$ cat config.mk
export PLATFORM = sky130hd
export DESIGN_NAME = diff_mag_stage_flat
export DESIGN_NICKNAME = d
export VERILOG_FILES = /design/src/rtl/diff_pkg.sv /design/src/rtl/diff_mag_stage_if.sv /design/src/rtl/full_adder.sv /design/src/rtl/twos_negate.sv /design/src/rtl/diff_mag_stage.sv /design/src/flat_wrapper.sv
export SDC_FILE = /design/constraint.sdc
export NUM_CORES = 1
export LEC_CHECK = 0
export BUFFER_PORTS_ARGS = -buffer_cell sky130_fd_sc_hd__buf_4
export CAP_MARGIN = 10
export CORE_ASPECT_RATIO = 1.25
export CORE_MARGIN = 4
export CORE_UTILIZATION = 30
export CTS_BUF_LIST = sky130_fd_sc_hd__clkbuf_4
export DETAILED_ROUTE_END_ITERATION = 6
export GPL_ROUTABILITY_DRIVEN = 0
export GPL_TIMING_DRIVEN = 1
export MAX_ROUTING_LAYER = met4
export SYNTH_ARGS = -nofsm -noshare
export SYNTH_HDL_FRONTEND = slang
export SYNTH_HIERARCHICAL = 1
export SYNTH_SLANG_ARGS = --single-unit
$ cat constraint.sdc
create_clock -name clk -period 3.65 [get_ports clk]
set_input_delay 0.5475 -clock clk [delete_from_list [all_inputs] [get_ports clk]]
set_output_delay 0.5475 -clock clk [all_outputs]
set_load 0.05 [all_outputs]
$ cat src/rtl/diff_pkg.sv
// rtl/diff_pkg.sv - shared default width and sign/magnitude result bundle
package diff_pkg;

   localparam int DIFF_W = 8;

   // Result bundle consumed by the downstream compare/accumulate logic.
   typedef struct packed {
      logic [DIFF_W-1:0] mag;
      logic              neg;
      logic              zero;
   } diff_res_t;

endpackage

$ cat src/rtl/diff_mag_stage_if.sv
// rtl/diff_mag_stage_if.sv - input/output streams and counter port of diff_mag_stage
interface diff_mag_stage_if #(
   parameter int WIDTH = diff_pkg::DIFF_W,
   parameter int CNT_W = 16
) ();

   logic             in_valid;
   logic             in_ready;
   logic [WIDTH-1:0] in_sum;
   logic             in_cout;
   logic             out_valid;
   logic             out_ready;
   logic [WIDTH-1:0] out_mag;
   logic             out_neg;
   logic             out_zero;
   logic             cnt_clr;
   logic [CNT_W-1:0] neg_count;

   modport master (
      output in_valid, in_sum, in_cout, out_ready, cnt_clr,
      input  in_ready, out_valid, out_mag, out_neg, out_zero, neg_count
   );

   modport slave (
      input  in_valid, in_sum, in_cout, out_ready, cnt_clr,
      output in_ready, out_valid, out_mag, out_neg, out_zero, neg_count
   );

endinterface

$ cat src/rtl/full_adder.sv
// rtl/full_adder.sv - single-bit full adder cell shared with the upstream subtractor
module full_adder (
   input  logic a,
   input  logic b,
   input  logic ci,
   output logic s,
   output logic co
);

   assign s  = a ^ b ^ ci;
   assign co = (a & b) | (ci & (a ^ b));

endmodule

$ cat src/rtl/twos_negate.sv
// rtl/twos_negate.sv - WIDTH-bit two's complement negation (~x + 1) as a ripple of full adders
module twos_negate #(
   parameter int WIDTH = diff_pkg::DIFF_W
) (
   input  logic [WIDTH-1:0] x,
   output logic [WIDTH-1:0] y,
   output logic             co
);

   logic [WIDTH:0] c;

   assign c[0] = 1'b1;

   for (genvar i = 0; i < WIDTH; i++) begin : g_bit
      full_adder u_fa (
         .a  (~x[i]),
         .b  (1'b0),
         .ci (c[i]),
         .s  (y[i]),
         .co (c[i+1])
      );
   end

   // Carry out of ~x + 1 is set only when x is zero.
   assign co = c[WIDTH];

endmodule

$ cat src/rtl/diff_mag_stage.sv
// rtl/diff_mag_stage.sv - two-stage pipeline turning raw subtractor sum/cout into |a-b| with flags
module diff_mag_stage
   import diff_pkg::*;
#(
   parameter int WIDTH = DIFF_W,
   parameter int CNT_W = 16
) (
   input logic             clk,
   input logic             rst_n,
   diff_mag_stage_if.slave bus
);

   logic             s1_valid;
   logic             s2_valid;
   logic             s1_en;
   logic             s2_en;
   logic             out_fire;
   logic [WIDTH-1:0] s1_sum;
   logic             s1_cout;
   logic [WIDTH-1:0] neg_sum;
   logic             neg_co;
   logic [WIDTH-1:0] s2_mag;
   logic             s2_neg;
   logic             s2_zero;
   logic [CNT_W-1:0] cnt;

   assign s2_en    = !s2_valid || bus.out_ready;
   assign s1_en    = !s1_valid || s2_en;
   assign out_fire = s2_valid && bus.out_ready;

   always_ff @(posedge clk or negedge rst_n) begin
      if (!rst_n) begin
         s1_valid <= 1'b0;
         s1_sum   <= '0;
         s1_cout  <= 1'b0;
      end else if (s1_en) begin
         s1_valid <= bus.in_valid;
         if (bus.in_valid) begin
            s1_sum  <= bus.in_sum;
            s1_cout <= bus.in_cout;
         end
      end
   end

   twos_negate #(.WIDTH(WIDTH)) u_negate (
      .x  (s1_sum),
      .y  (neg_sum),
      .co (neg_co)
   );

   // Output registers only load with a real beat, so they hold their last value while empty.
   always_ff @(posedge clk or negedge rst_n) begin
      if (!rst_n) begin
         s2_valid <= 1'b0;
         s2_mag   <= '0;
         s2_neg   <= 1'b0;
         s2_zero  <= 1'b0;
      end else if (s2_en) begin
         s2_valid <= s1_valid;
         if (s1_valid) begin
            s2_mag  <= s1_cout ? s1_sum : neg_sum;
            s2_neg  <= !s1_cout;
            s2_zero <= s1_cout && neg_co;
         end
      end
   end

   always_ff @(posedge clk or negedge rst_n) begin
      if (!rst_n) begin
         cnt <= '0;
      end else if (bus.cnt_clr) begin
         cnt <= '0;
      end else if (out_fire && s2_neg && !(&cnt)) begin
         cnt <= cnt + 1'b1;
      end
   end

   assign bus.in_ready  = s1_en;
   assign bus.out_valid = s2_valid;
   assign bus.out_mag   = s2_mag;
   assign bus.out_neg   = s2_neg;
   assign bus.out_zero  = s2_zero;
   assign bus.neg_count = cnt;

endmodule

$ cat src/flat_wrapper.sv
// flat-port wrapper written by rule: the top's interface ports become plain ports
module diff_mag_stage_flat import diff_pkg::*;
#(
   parameter int WIDTH = DIFF_W,
   parameter int CNT_W = 16
)
  (clk, rst_n, bus_in_valid, bus_in_sum, bus_in_cout, bus_out_ready, bus_cnt_clr, bus_in_ready, bus_out_valid, bus_out_mag, bus_out_neg, bus_out_zero, bus_neg_count);
  diff_mag_stage_if #(.WIDTH(WIDTH), .CNT_W(CNT_W)) bus_i ();
  input logic clk;
  input logic rst_n;
  input wire logic [$bits(bus_i.in_valid)-1:0] bus_in_valid;
  input wire logic [$bits(bus_i.in_sum)-1:0] bus_in_sum;
  input wire logic [$bits(bus_i.in_cout)-1:0] bus_in_cout;
  input wire logic [$bits(bus_i.out_ready)-1:0] bus_out_ready;
  input wire logic [$bits(bus_i.cnt_clr)-1:0] bus_cnt_clr;
  output wire logic [$bits(bus_i.in_ready)-1:0] bus_in_ready;
  output wire logic [$bits(bus_i.out_valid)-1:0] bus_out_valid;
  output wire logic [$bits(bus_i.out_mag)-1:0] bus_out_mag;
  output wire logic [$bits(bus_i.out_neg)-1:0] bus_out_neg;
  output wire logic [$bits(bus_i.out_zero)-1:0] bus_out_zero;
  output wire logic [$bits(bus_i.neg_count)-1:0] bus_neg_count;
  assign bus_i.in_valid = bus_in_valid;
  assign bus_i.in_sum = bus_in_sum;
  assign bus_i.in_cout = bus_in_cout;
  assign bus_i.out_ready = bus_out_ready;
  assign bus_i.cnt_clr = bus_cnt_clr;
  assign bus_in_ready = bus_i.in_ready;
  assign bus_out_valid = bus_i.out_valid;
  assign bus_out_mag = bus_i.out_mag;
  assign bus_out_neg = bus_i.out_neg;
  assign bus_out_zero = bus_i.out_zero;
  assign bus_neg_count = bus_i.neg_count;
  diff_mag_stage #(.WIDTH(WIDTH), .CNT_W(CNT_W)) u_core (.clk(clk), .rst_n(rst_n), .bus(bus_i));
endmodule
# [Yosys cells after proc, flatten, opt, wreduce, memory -nomap -nowiden]
# Cells that the tools add are included.
[word_totals] in_bits=14 out_inout_bits=28 word_cells=48 reg_bits=37
[op_classes] addsub=1 reduce_logical=14 n_mux=3 bitwise_logic=22
[ops] op="$mux 16" count=2
[ops] op="$add 16x1->16 const B" count=1
[ops] op="$reduce_and 16->1" count=1
[ops] op="$mux 8" count=1
[ops] op="$not 1->1" count=8
[ops] op="$and 1x1->1" count=7
[ops] op="$xor 1x1->1" count=7
[ops] op="$logic_and 1x1->1" count=4
[ops] op="$logic_not 1->1" count=4
[ops] op="$reduce_and 2->1" count=2
[ops] op="$logic_or 1x1->1" count=2
[ops] op="$reduce_bool 2->1" count=1

# [Logic depth before layout (Yosys ltp)]
# Gate-level depths: netlist of run 1.
[depth] depth_word=9 depth_mapped=11 mapped_depth_nobuf=11

# [Cells and area by module]
# The synthesis of run 1 kept the hierarchy.
[modules_own_cells] mod="diff_mag_stage" seq_area_each_um2=925.9 area_each_um2=1756.7 cells_each=167 instances=1
[modules_own_cells] mod="full_adder" seq_area_each_um2=0.0 area_each_um2=20.0 cells_each=1 instances=8
[modules_own_cells] mod="twos_negate" seq_area_each_um2=0.0 area_each_um2=37.5 cells_each=10 instances=1

# [Worst setup path before layout of run 1]
# OpenSTA, ideal clock, no wires.
[synth_path] path_type="reg-to-reg" from="register u_core.s1_sum[0]" to="register u_core.s2_mag[7], in the netlist u_core/bus.out_mag[7]" required_ns=3.517 path_slack_ns=-0.176 setup_ns=0.133 arrival_ns=3.692 period_less_slack_ns=3.826 path_stages_with_launch=12 path_buffers=0 path_cell_list="dfrtp_1 -> inv_1 -> fa_1 -> fa_1 -> fa_1 -> fa_1 -> fa_1 -> fa_1 -> fa_1 -> fa_1 -> mux2i_1 -> o21ai_0"
[synth_between] elab_chain_cells=9
[synth_rtl] item="start: declaration" line_no="diff_mag_stage.sv:18" rtl="logic [WIDTH-1:0] s1_sum;"
[synth_rtl] item="start signal: assignment" line_no="diff_mag_stage.sv:39" rtl="s1_sum <= bus.in_sum;"
[synth_rtl] item="$not 1->1" line_no="twos_negate.sv:16" rtl=".a (~x[i]),"
[synth_rtl] item="via u_core.u_negate.c[1]" line_no="twos_negate.sv:10" rtl="logic [WIDTH:0] c;"
[synth_rtl] item="$and 1x1->1" line_no="full_adder.sv:11" rtl="assign co = (a & b) | (ci & (a ^ b));"
[synth_rtl] item="via u_core.u_negate.c[2]" line_no="twos_negate.sv:10"
[synth_rtl] item="$and 1x1->1" line_no="full_adder.sv:11"
[synth_rtl] item="via u_core.u_negate.c[3]" line_no="twos_negate.sv:10"
[synth_rtl] item="$and 1x1->1" line_no="full_adder.sv:11"
[synth_rtl] item="via u_core.u_negate.c[4]" line_no="twos_negate.sv:10"
[synth_rtl] item="$and 1x1->1" line_no="full_adder.sv:11"
[synth_rtl] item="via u_core.u_negate.c[5]" line_no="twos_negate.sv:10"
[synth_rtl] item="$and 1x1->1" line_no="full_adder.sv:11"
[synth_rtl] item="via u_core.u_negate.c[6]" line_no="twos_negate.sv:10"
[synth_rtl] item="$and 1x1->1" line_no="full_adder.sv:11"
[synth_rtl] item="via u_core.u_negate.c[7]" line_no="twos_negate.sv:10"
[synth_rtl] item="$xor 1x1->1" line_no="full_adder.sv:10" rtl="assign s = a ^ b ^ ci;"
[synth_rtl] item="via u_core.neg_sum[7]" line_no="diff_mag_stage.sv:20" rtl="logic [WIDTH-1:0] neg_sum;"
[synth_rtl] item="$mux 8" line_no="diff_mag_stage.sv:61" rtl="s2_mag <= s1_cout ? s1_sum : neg_sum;"
[synth_rtl] item="end signal: assignment" line_no="diff_mag_stage.sv:61"
[synth_rtl] item="end: declaration" line_no="diff_mag_stage.sv:22" rtl="logic [WIDTH-1:0] s2_mag;"
# The timed path passes the listed nets, and every way through them passes these cells.
# A chain may end at the register's enable or synchronous reset.

# [Final worst setup path of run 1]
# Ends and elaborated chain as after synthesis.

==> qor.csv, run 1 <==
stage,metric,value,unit
placement,io_buffers,41,
placement,dp_hpwl,3380,µm
floorplan,pin_count,42,
global_routing,grt_usage,0.129,
final_layout,area_growth,27.3,%
routing,drt_iter0_drc,128,
logic_synthesis,ys_types,35,
routing,dr_total_vias,1580,
logic_synthesis,synth.yosys.seq_area_share,0.474,
routing,wl_met1,2170,µm
sta,slew_viol_final,0,
sta,worst_slew_pin_slew,0.557,ns
routing,wl_met3,267,µm
power_and_ir_drop,fin_total_pwr,1170,µW
clock_tree,ctsRootBufferMaster,clkbuf_4,
power_and_ir_drop,power.leakage,0.00109,µW
final_layout,final_area,2490,µm²
routing,wire_per_inst,14.4,µm
routing,viasPerCell,4.91,
floorplan,core,6250,µm²
logic_synthesis,synth_ff_type,dfrtp_1,
clock_tree,hold_buffers,0,
setup_path,cp-end-kind,register,
setup_path,slowest_stage,fa_1,
logic_synthesis,ys_seq_elements,37,
final_layout,regArea,926,µm²
clock_tree,clk_latency,0.36,ns
floorplan,start_util,0.313,
global_routing,grt_max_degree,38,
logic_synthesis,synth_edf_count,0,
global_routing,grt-ovfl-total,0,
setup_path,max_stage_delay,0.42,ns
floorplan,dieArea,7880,µm²
logic_synthesis,synthMuxAreaShare,0.0928,
routing,dr.pass1.iters,4,
logic_synthesis,synth_compound_area_frac,0.129,
final_layout,final_nets,259,
clock_tree,cts_buffers,5,
hold_path,hold_path_class,input port to asynchronous set/reset pin,
setup_path,cp.required,3.89,ns
floorplan,die_w,80.2,µm
final_layout,diodes,0,
final_layout,layout_commonest_cell,buf_4,
setup_path,cp_data_arrival_time,3.88,ns
sta,finalSetupViolCount,0,
sta,relSlewSlack,0.628,
logic_synthesis,synth_warnings,6,
logic_synthesis,synthSimpleGateAreaFrac,0.176,
global_routing,first_global_vias,1600,
power_and_ir_drop,ir_drop,0.000243,V
floorplan,die_height,98.2,µm
global_routing,antenna_found_initial,0,
sta,fin_skew,0.00859,ns
routing,final_antenna_net_count,0,
logic_synthesis,synth_xor_area_frac,0.00448,
logic_synthesis,postSynthAreaPerCell,10.6,µm²
clock_tree,htree_levels,2,
setup_path,critPathMostFrequentCell,fa_2,
logic_synthesis,yosysTopAreaCellShare,0.474,
setup_path,start_kind,register,
setup_path,cp_cell_sequence,"inv_2, fa_2, fa_2, fa_2, fa_2, fa_2, fa_2, fa_2, fa_1, mux2i_1, o21ai_1",
final_layout,multiInputGateArea,1010,µm²
logic_synthesis,ys_async_sr_fraction,1.00,
placement,dpl_cell_area,2400,µm²
logic_synthesis,synthAdderAreaFrac,0.0883,
clock_tree,cts_buffer_depth,2,
clock_tree,clk_pin_slew,0.13,ns
sta,rsz0062_at_grt,yes,
routing,routed_wl,4640,µm
final_layout,fill_cells,657,
clock_tree,cts_tree,yes,
logic_synthesis,synth_top_family_by_area,simple AND/OR/NAND/NOR gates,
logic_synthesis,synth_area_leaders,"dfrtp_1, fa_1, mux2_2",
routing,maxUsedRoutingLayer,met4,
flow_run,drv_cap,0,
sta,fin_crit,3.64,ns
final_layout,drive_gt1_frac,0.308,
sta,fmax,275,MHz
logic_synthesis,synth_area,1950,µm²
routing,wl_met2,2160,µm
floorplan,rows,32,
setup_path,cp_max_fo,2,
logic_synthesis,post-synth-top-area-cell,dfrtp_1,
setup_path,critPathKind,register to register,
power_and_ir_drop,powerDensity,469,nW/µm²
global_routing,grt_first_pass_wirelength,7800,µm
routing,route.detailed.drc,0,
clock_tree,clock_sinks,37,
logic_synthesis,synth_cells,185,
run_status,run_status,finished clean,
final_layout,final_cell_mix,"buf_4, dfrtp_1, nand2_1",
sta,period_share,0.997,
sta,hold_violations,0,
## critical path, delay by kind of cell (launching register included)
kind	cells	cell delay, ns
AOI/OAI and AO/OA	1	0.07
adders and majority gates	8	2.90
buffers and inverters	1	0.05
DFF	1	0.39
muxes	1	0.13
## cell families (layout without fill, tap and decap cells)
family	count (synthesis)	in the layout
AND/OR/NAND/NOR	61	61
AO/OA/AOI/OAI	42	42
flip-flops	37	37
multiplexers	17	17
buffers and inverters	16	61
adder cells (fa/ha/maj)	9	9
other	2	9
XOR/XNOR	1	1
## cell usage after synthesis (all sizes together), types with 5 or more instances
library cell and count:
o21ai 14, mux2i 8, clkbuf 5, nand3 7
or4 9, o31ai 10, mux2 9, nand2 22
fa 8, a21oi 14, nand4 6, inv 10
dfrtp 37
## metrics by stage
| step | hold WS, ns | utilization | setup TNS [ns] | std cells | setup WS, ns |
|---|---|---|---|---|---|
| finish | 0.134 | 0.398 | 0 | 322 | 0.00935 |
| global route | 0.150 | 0.398 | -0.125 | 322 | -0.118 |
| CTS | 0.127 | 0.398 | -0.0170 | 322 | -0.0170 |
| detailed placement | 0.476 | 0.384 | -0.185 | 314 | -0.157 |
| global placement | 0.463 | 0.384 | -0.0354 | 314 | -0.0354 |
| floorplan | 0.252 | - | 0 | 192 | 0.0218 |
## power by group
part	switching (µW)	leakage, µW	internal [µW]
Sequential	43.2	0.000473	460
Combinational	234	0.000571	127
Clock	156	0.0000414	145
Total	433	0.00109	733
## per-layer routing
layer / track usage / vias up
met5: - / -
met4: 0.0390 / 0
met3: 0.0378 / 5
met2: 0.202 / 40
met1: 0.162 / 767
li1: - / 768
## path summary, 6_finish.rpt
path                                       startpoint  cells past startpoint  slack [ns]               endpoint
max in group asynchronous                       rst_n                      1        3.18       u_core/s1_sum[0]
min in group clk                         bus_in_valid                      2        0.39        u_core/s1_valid
worst min register to register  u_core/bus.out_mag[0]                      2        0.50  u_core/bus.out_mag[0]
worst max register to register       u_core/s1_sum[0]                     11       0.009  u_core/bus.out_mag[7]
worst min-delay path                            rst_n                      1        0.13   u_core/bus.out_valid
worst max-delay path                 u_core/s1_sum[0]                     11       0.009  u_core/bus.out_mag[7]
## sequential cells by signal (all words and copies together), names as in the netlist
name                  flops
u_core/bus.neg_count     16
u_core/bus.out_mag        8
u_core/s1_sum             8
u_core/bus.out_neg        1
u_core/bus.out_valid      1
u_core/bus.out_zero       1
u_core/s1_cout            1
u_core/s1_valid           1
## layout make-up
| class | instances | area share |
|---|---|---|
| Clock inverter | 3 | 0.0186 |
| Inverter | 10 | 0.0151 |
| Clock buffer | 5 | 0.0151 |
| Sequential cell | 37 | 0.372 |
| Tap cell | 85 | 0.0428 |
| Multi-Input combinational cell | 139 | 0.406 |
| Timing Repair Buffer | 43 | 0.130 |
## timing repair
action | 4_1_cts | 5_1_grt
setup buffers | 0 | 0
gates resized for setup | 4 | 0
endpoints found under the setup margin | 2 | 2
Note: power is estimated with default switching activity, not from simulation.
==> run 2, diff against run 1 <==
Settings changed: SETUP_SLACK_MARGIN set to 0.1.
==> run 2 against run 1 <==
Against the previous run:
- fmax increased by 0.95%
- non-clock buffer count unchanged
- clock power decreased by 29%
- first-iteration DRC count decreased by 30%
- sequential power about the same
- core utilization decreased by 0.56 points
- clock skew about the same
- global-route usage decreased by 0.23 points
- wire length decreased by 4.9%
- largest cell class unchanged
- highest routed layer unchanged
==> qor.csv, run 2 (synthesis results as in run 1) <==
stage,metric,value,unit
routing,dr_total_vias,1586,
power_and_ir_drop,power_frac_seq,0.469,
sta,rsz0062_at_grt,yes,
global_routing,first_global_vias,1532,
final_layout,final_cell_mix,"buf_4, dfrtp_1, nand2_1",
routing,viasPerCell,4.94,
final_layout,area_growth,25.5,%
power_and_ir_drop,power.leakage,0.00107,µW
setup_path,cp_data_arrival_time,3.82,ns
final_layout,layout_commonest_cell,buf_4,
power_and_ir_drop,p_sw_frac,0.382,
global_routing,grt-ovfl-total,0,
sta,period_share,0.988,
global_routing,grt_max_degree,38,
sta,layout_setup_ws,0.0437,ns
final_layout,largest_reg_flops,16,
placement,io_buffers,41,
sta,hold_violations,0,
clock_tree,htree_levels,2,
clock_tree,cts_tree,yes,
sta,relSlewSlack,0.628,
placement,post-place-ws,-0.0430,ns
setup_path,cp_max_fo,2,
setup_path,cp_num_buf_inv,1,
clock_tree,ctsRootBufferMaster,clkbuf_4,
sta,slew_viol_final,0,
placement,dp_hpwl,3190,µm
setup_path,slowest_stage,fa_1,
global_routing,grt_usage,0.127,
routing,dr.pass1.iters,5,
setup_path,critPathKind,register to register,
floorplan,core,6250,µm²
setup_path,cp_cell_sequence,"inv_2, fa_2, fa_2, fa_2, fa_2, fa_2, fa_2, fa_2, fa_1, mux2i_1, o21ai_1",
power_and_ir_drop,power_frac_clock,0.199,
power_and_ir_drop,comb_power_share,0.332,
global_routing,grt_first_pass_wirelength,7710,µm
final_layout,diodes,0,
floorplan,dieArea,7880,µm²
setup_path,worstSetupStartpoint,u_core/s1_sum[0],
clock_tree,clk_latency,0.34,ns
final_layout,final_nets,259,
routing,routed_wl,4410,µm
sta,hold_ws,0.152,ns
floorplan,die_height,98.2,µm
setup_path,cp-end-kind,register,
power_and_ir_drop,switching_power,411,µW
hold_path,hold_path_class,input port to asynchronous set/reset pin,
clock_tree,clock_sinks,37,
setup_path,cp.required,3.86,ns
setup_path,rrSetupSlack,0.04,ns
routing,wire_per_inst,13.7,µm
clock_tree,cts_buffer_depth,2,
power_and_ir_drop,p_int,664,µW
power_and_ir_drop,powerDensity,438,nW/µm²
power_and_ir_drop,ir_drop,0.000250,V
sta,fin_skew,0.00874,ns
routing,route.detailed.drc,0,
flow_run,drv_cap,0,
setup_path,path_delay_family,adder cells,
sta,worst_slew_pin_slew,0.557,ns
floorplan,start_util,0.313,
sta,fmax,277,MHz
floorplan,die_w,80.2,µm
run_status,run_status,finished clean,
setup_path,start_kind,register,
routing,final_antenna_net_count,0,
floorplan,pin_count,42,
setup_path,critPathMostFrequentCell,fa_2,
clock_tree,clk_pin_slew,0.11,ns
clock_tree,cts_buffers,5,
floorplan,rows,32,
routing,drt_iter0_drc,89,
sta,fin_crit,3.61,ns
final_layout,drive_gt1_frac,0.301,
setup_path,max_stage_delay,0.42,ns
setup_path,r2r_start,u_core/s1_sum[0],
sta,finalSetupViolCount,0,
global_routing,antenna_found_initial,0,
==> run 2: final cells by class <==
class / instances / area [µm²]
Inverter: 10 / 37.5
Fill cell: 663 / 3790
Multi-Input combinational cell: 139 / 1010
Sequential cell: 37 / 926
Clock inverter: 1 / 3.75
Clock buffer: 6 / 45.0
Tap cell: 85 / 106
Timing Repair Buffer: 43 / 323
==> run 2: path summary, 6_finish.rpt <==
| check | to | depth (start not counted) |
|---|---|---|
| setup / recovery | u_core/bus.out_mag[7] | 11 |
| hold / removal | u_core/bus.neg_count[2] | 1 |
| setup reg to reg | u_core/bus.out_mag[7] | 11 |
| hold reg to reg | u_core/bus.out_valid | 1 |
| max in group asynchronous | u_core/s1_sum[0] | 1 |
| min in group clk | u_core/s1_valid | 2 |
==> run 2: layer usage <==
layer	GRT usage	part of all wire	vias to the layer above
met1	0.169	0.44	740
met4	0.0351	0.015	0
li1	-	-	772
met2	0.184	0.45	66
met3	0.0434	0.091	8
met5	-	0	-
==> run 2: metrics by stage <==
stage	cells	power (µW)	instance area, µm²	setup TNS [ns]	util
final	321	1070	2450	0	0.393
after floorplan	192	751	2000	0	-
after detailed placement	313	870	2400	-0.0430	0.384
after CTS	321	1090	2450	0	0.393
after global placement	313	866	2400	0	0.384
after global routing	321	1150	2450	-0.0850	0.393
==> run 2: timing repair <==
action                     in CTS  in global routing
hold buffers                    0                  0
setup endpoints to repair       2                  2
gates resized for setup         1                  1
buffers inserted                1                  0
==> run 2: power by group through the flow <==
stage | registers (µW) | clock network (µW) | logic, µW
CTS | 505 | 225 | 363
global placement | 514 | 0 | 353
floorplan | 624 | 0 | 127
global route | 514 | 248 | 393
detailed placement | 511 | 0 | 359
finish | 504 | 214 | 356
==> run 3, diff against run 2 <==
Settings changed: MAX_ROUTING_LAYER met4 to not set.
==> run 3 against run 2 <==
Against the previous run:
- highest routed layer unchanged
- final cell count stayed put
- via count fell by 0.69%
- hold slack improved by 0.0031 ns
- critical endpoint unchanged
- fmax about the same
- critical path type unchanged
- non-clock buffer count is the same
- wire length shrank 0.36%
==> qor.csv, run 3 (synthesis results as in run 1) <==
stage,metric,value,unit
run_status,run_status,finished clean,
setup_path,cp_data_arrival_time,3.82,ns
final_layout,drive_gt1_frac,0.301,
sta,finalSetupViolCount,0,
power_and_ir_drop,power.leakage,0.00107,µW
final_layout,diodes,0,
placement,dp_hpwl,3190,µm
clock_tree,ctsRootBufferMaster,clkbuf_4,
global_routing,grt_first_pass_wirelength,7710,µm
sta,fmax,277,MHz
routing,dr_total_vias,1575,
sta,finalSetupTns,0,ns
clock_tree,clk_latency,0.33,ns
setup_path,start_kind,register,
floorplan,start_util,0.313,
floorplan,core,6250,µm²
sta,fin_crit,3.61,ns
power_and_ir_drop,powerDensity,438,nW/µm²
setup_path,path_delay_family,adder cells,
clock_tree,cts_buffer_depth,2,
setup_path,cp_num_buf_inv,1,
setup_path,rrSetupSlack,0.04,ns
final_layout,final_cell_mix,"buf_4, dfrtp_1, nand2_1",
floorplan,die_w,80.2,µm
routing,final_antenna_net_count,0,
setup_path,cp-end-kind,register,
setup_path,cp.required,3.86,ns
flow_run,drv_cap,0,
global_routing,top_usage_layer,met2,
setup_path,critPathMostFrequentCell,fa_2,
hold_path,hold_path_class,input port to asynchronous set/reset pin,
routing,viasPerCell,4.91,
sta,slew_viol_final,0,
sta,worst_slew_pin_slew,0.558,ns
floorplan,dieArea,7880,µm²
power_and_ir_drop,ir_drop,0.000249,V
global_routing,first_global_vias,1534,
final_layout,fill_cells,663,
setup_path,ff2ff_path_depth,11,
floorplan,die_height,98.2,µm
final_layout,largest_reg_flops,16,
final_layout,layout_commonest_cell,buf_4,
sta,hold_violations,0,
placement,io_buffers,41,
sta,relSlewSlack,0.624,
setup_path,slowest_stage,fa_1,
floorplan,pin_count,42,
global_routing,antenna_found_initial,0,
setup_path,r2r_start,u_core/s1_sum[0],
routing,routed_wl,4400,µm
floorplan,rows,32,
setup_path,max_stage_delay,0.42,ns
routing,drt_iter0_drc,99,
clock_tree,clock_sinks,37,
final_layout,final_nets,259,
global_routing,grt_max_degree,38,
clock_tree,htree_levels,2,
sta,period_share,0.988,
global_routing,grtUsageMet1,0.169,
routing,route.detailed.drc,0,
setup_path,critPathKind,register to register,
final_layout,area_growth,25.5,%
global_routing,grt-ovfl-total,0,
routing,dr.pass1.iters,4,
final_layout,regArea,926,µm²
sta,fin_skew,0.00750,ns
global_routing,grt_util_met2,0.183,
final_layout,stdcell_count,321,
setup_path,r2r-end,u_core/bus.out_mag[7],
clock_tree,cts_buffers,5,
setup_path,cp_max_fo,2,
clock_tree,cts_tree,yes,
final_layout,multiInputGateArea,1010,µm²
global_routing,grt_usage,0.124,
routing,wire_per_inst,13.7,µm
sta,rsz0062_at_grt,yes,
setup_path,cp_cell_sequence,"inv_2, fa_2, fa_2, fa_2, fa_2, fa_2, fa_2, fa_2, fa_1, mux2i_1, o21ai_1",
clock_tree,clk_pin_slew,0.11,ns
placement,placed_cells,313,
global_routing,grt_use_met3,0.0470,
## run 3: cell counts in the layout (fill, tap and decap cells not counted)
No cell type changed its count.
## run 3: area by class of cell
| class | instances | area share |
|---|---|---|
| multi-input cells | 139 | 0.412 |
| flip-flops and latches | 37 | 0.378 |
| repair buffers | 43 | 0.132 |
| well taps | 85 | 0.0434 |
| clock buffers | 6 | 0.0184 |
| inverters | 10 | 0.0153 |
| clock inverters | 1 | 0.00153 |
## run 3: worst register-to-register path: stages (launching register included)
cell,delay [ns]
dfrtp_1,0.37
inv_2,0.05
fa_2,0.38
fa_2,0.34
fa_2,0.34
fa_2,0.35
fa_2,0.35
fa_2,0.35
fa_2,0.34
fa_1,0.42
mux2i_1,0.13
o21ai_1,0.07
## run 3: metal layers
layer / vias to the layer above / part of all wire
met4: 0 / 0.0057
met5: - / 0
met2: 55 / 0.46
li1: 770 / -
met1: 746 / 0.44
met3: 4 / 0.092
## run 3: worst max-delay path by stage
stage                            endpoint  depth (start not counted)        startpoint
floorplan           u_core/bus.out_mag[7]                         11  u_core/s1_sum[0]
global placement    u_core/bus.out_mag[7]                         11  u_core/s1_sum[0]
detailed placement  u_core/bus.out_mag[7]                         11  u_core/s1_sum[0]
CTS                 u_core/bus.out_mag[7]                         11  u_core/s1_sum[0]
global route        u_core/bus.out_mag[7]                         11  u_core/s1_sum[0]
finish              u_core/bus.out_mag[7]                         11  u_core/s1_sum[0]
## run 3: repair_timing
action | 4_1_cts | 5_1_grt
pin swaps | 0 | 0
hold buffers | 0 | 0
buffers inserted | 1 | 0
gates cloned | 0 | 0
gates resized for setup | 1 | 1
setup endpoints to repair | 2 | 2
endpoints found under the hold margin | 0 | 0
## run 3: stage by stage
stage	utilization	hold WS [ns]	cell area, µm²	worst slack [ns]	power (µW)
after floorplan	-	0.252	2000	0.112	751
after global placement	0.384	0.463	2400	0.0318	866
after detailed placement	0.384	0.474	2400	-0.0430	870
after CTS	0.393	0.162	2450	0.00992	1090
after global routing	0.393	0.161	2450	-0.0850	1160
final	0.393	0.155	2450	0.0427	1070
## run 3: report_power, final
group          internal (µW)  switching, µW  leakage, µW
clock network           77.6            135    0.0000292
registers                461           43.7     0.000473
logic                    126            230     0.000571
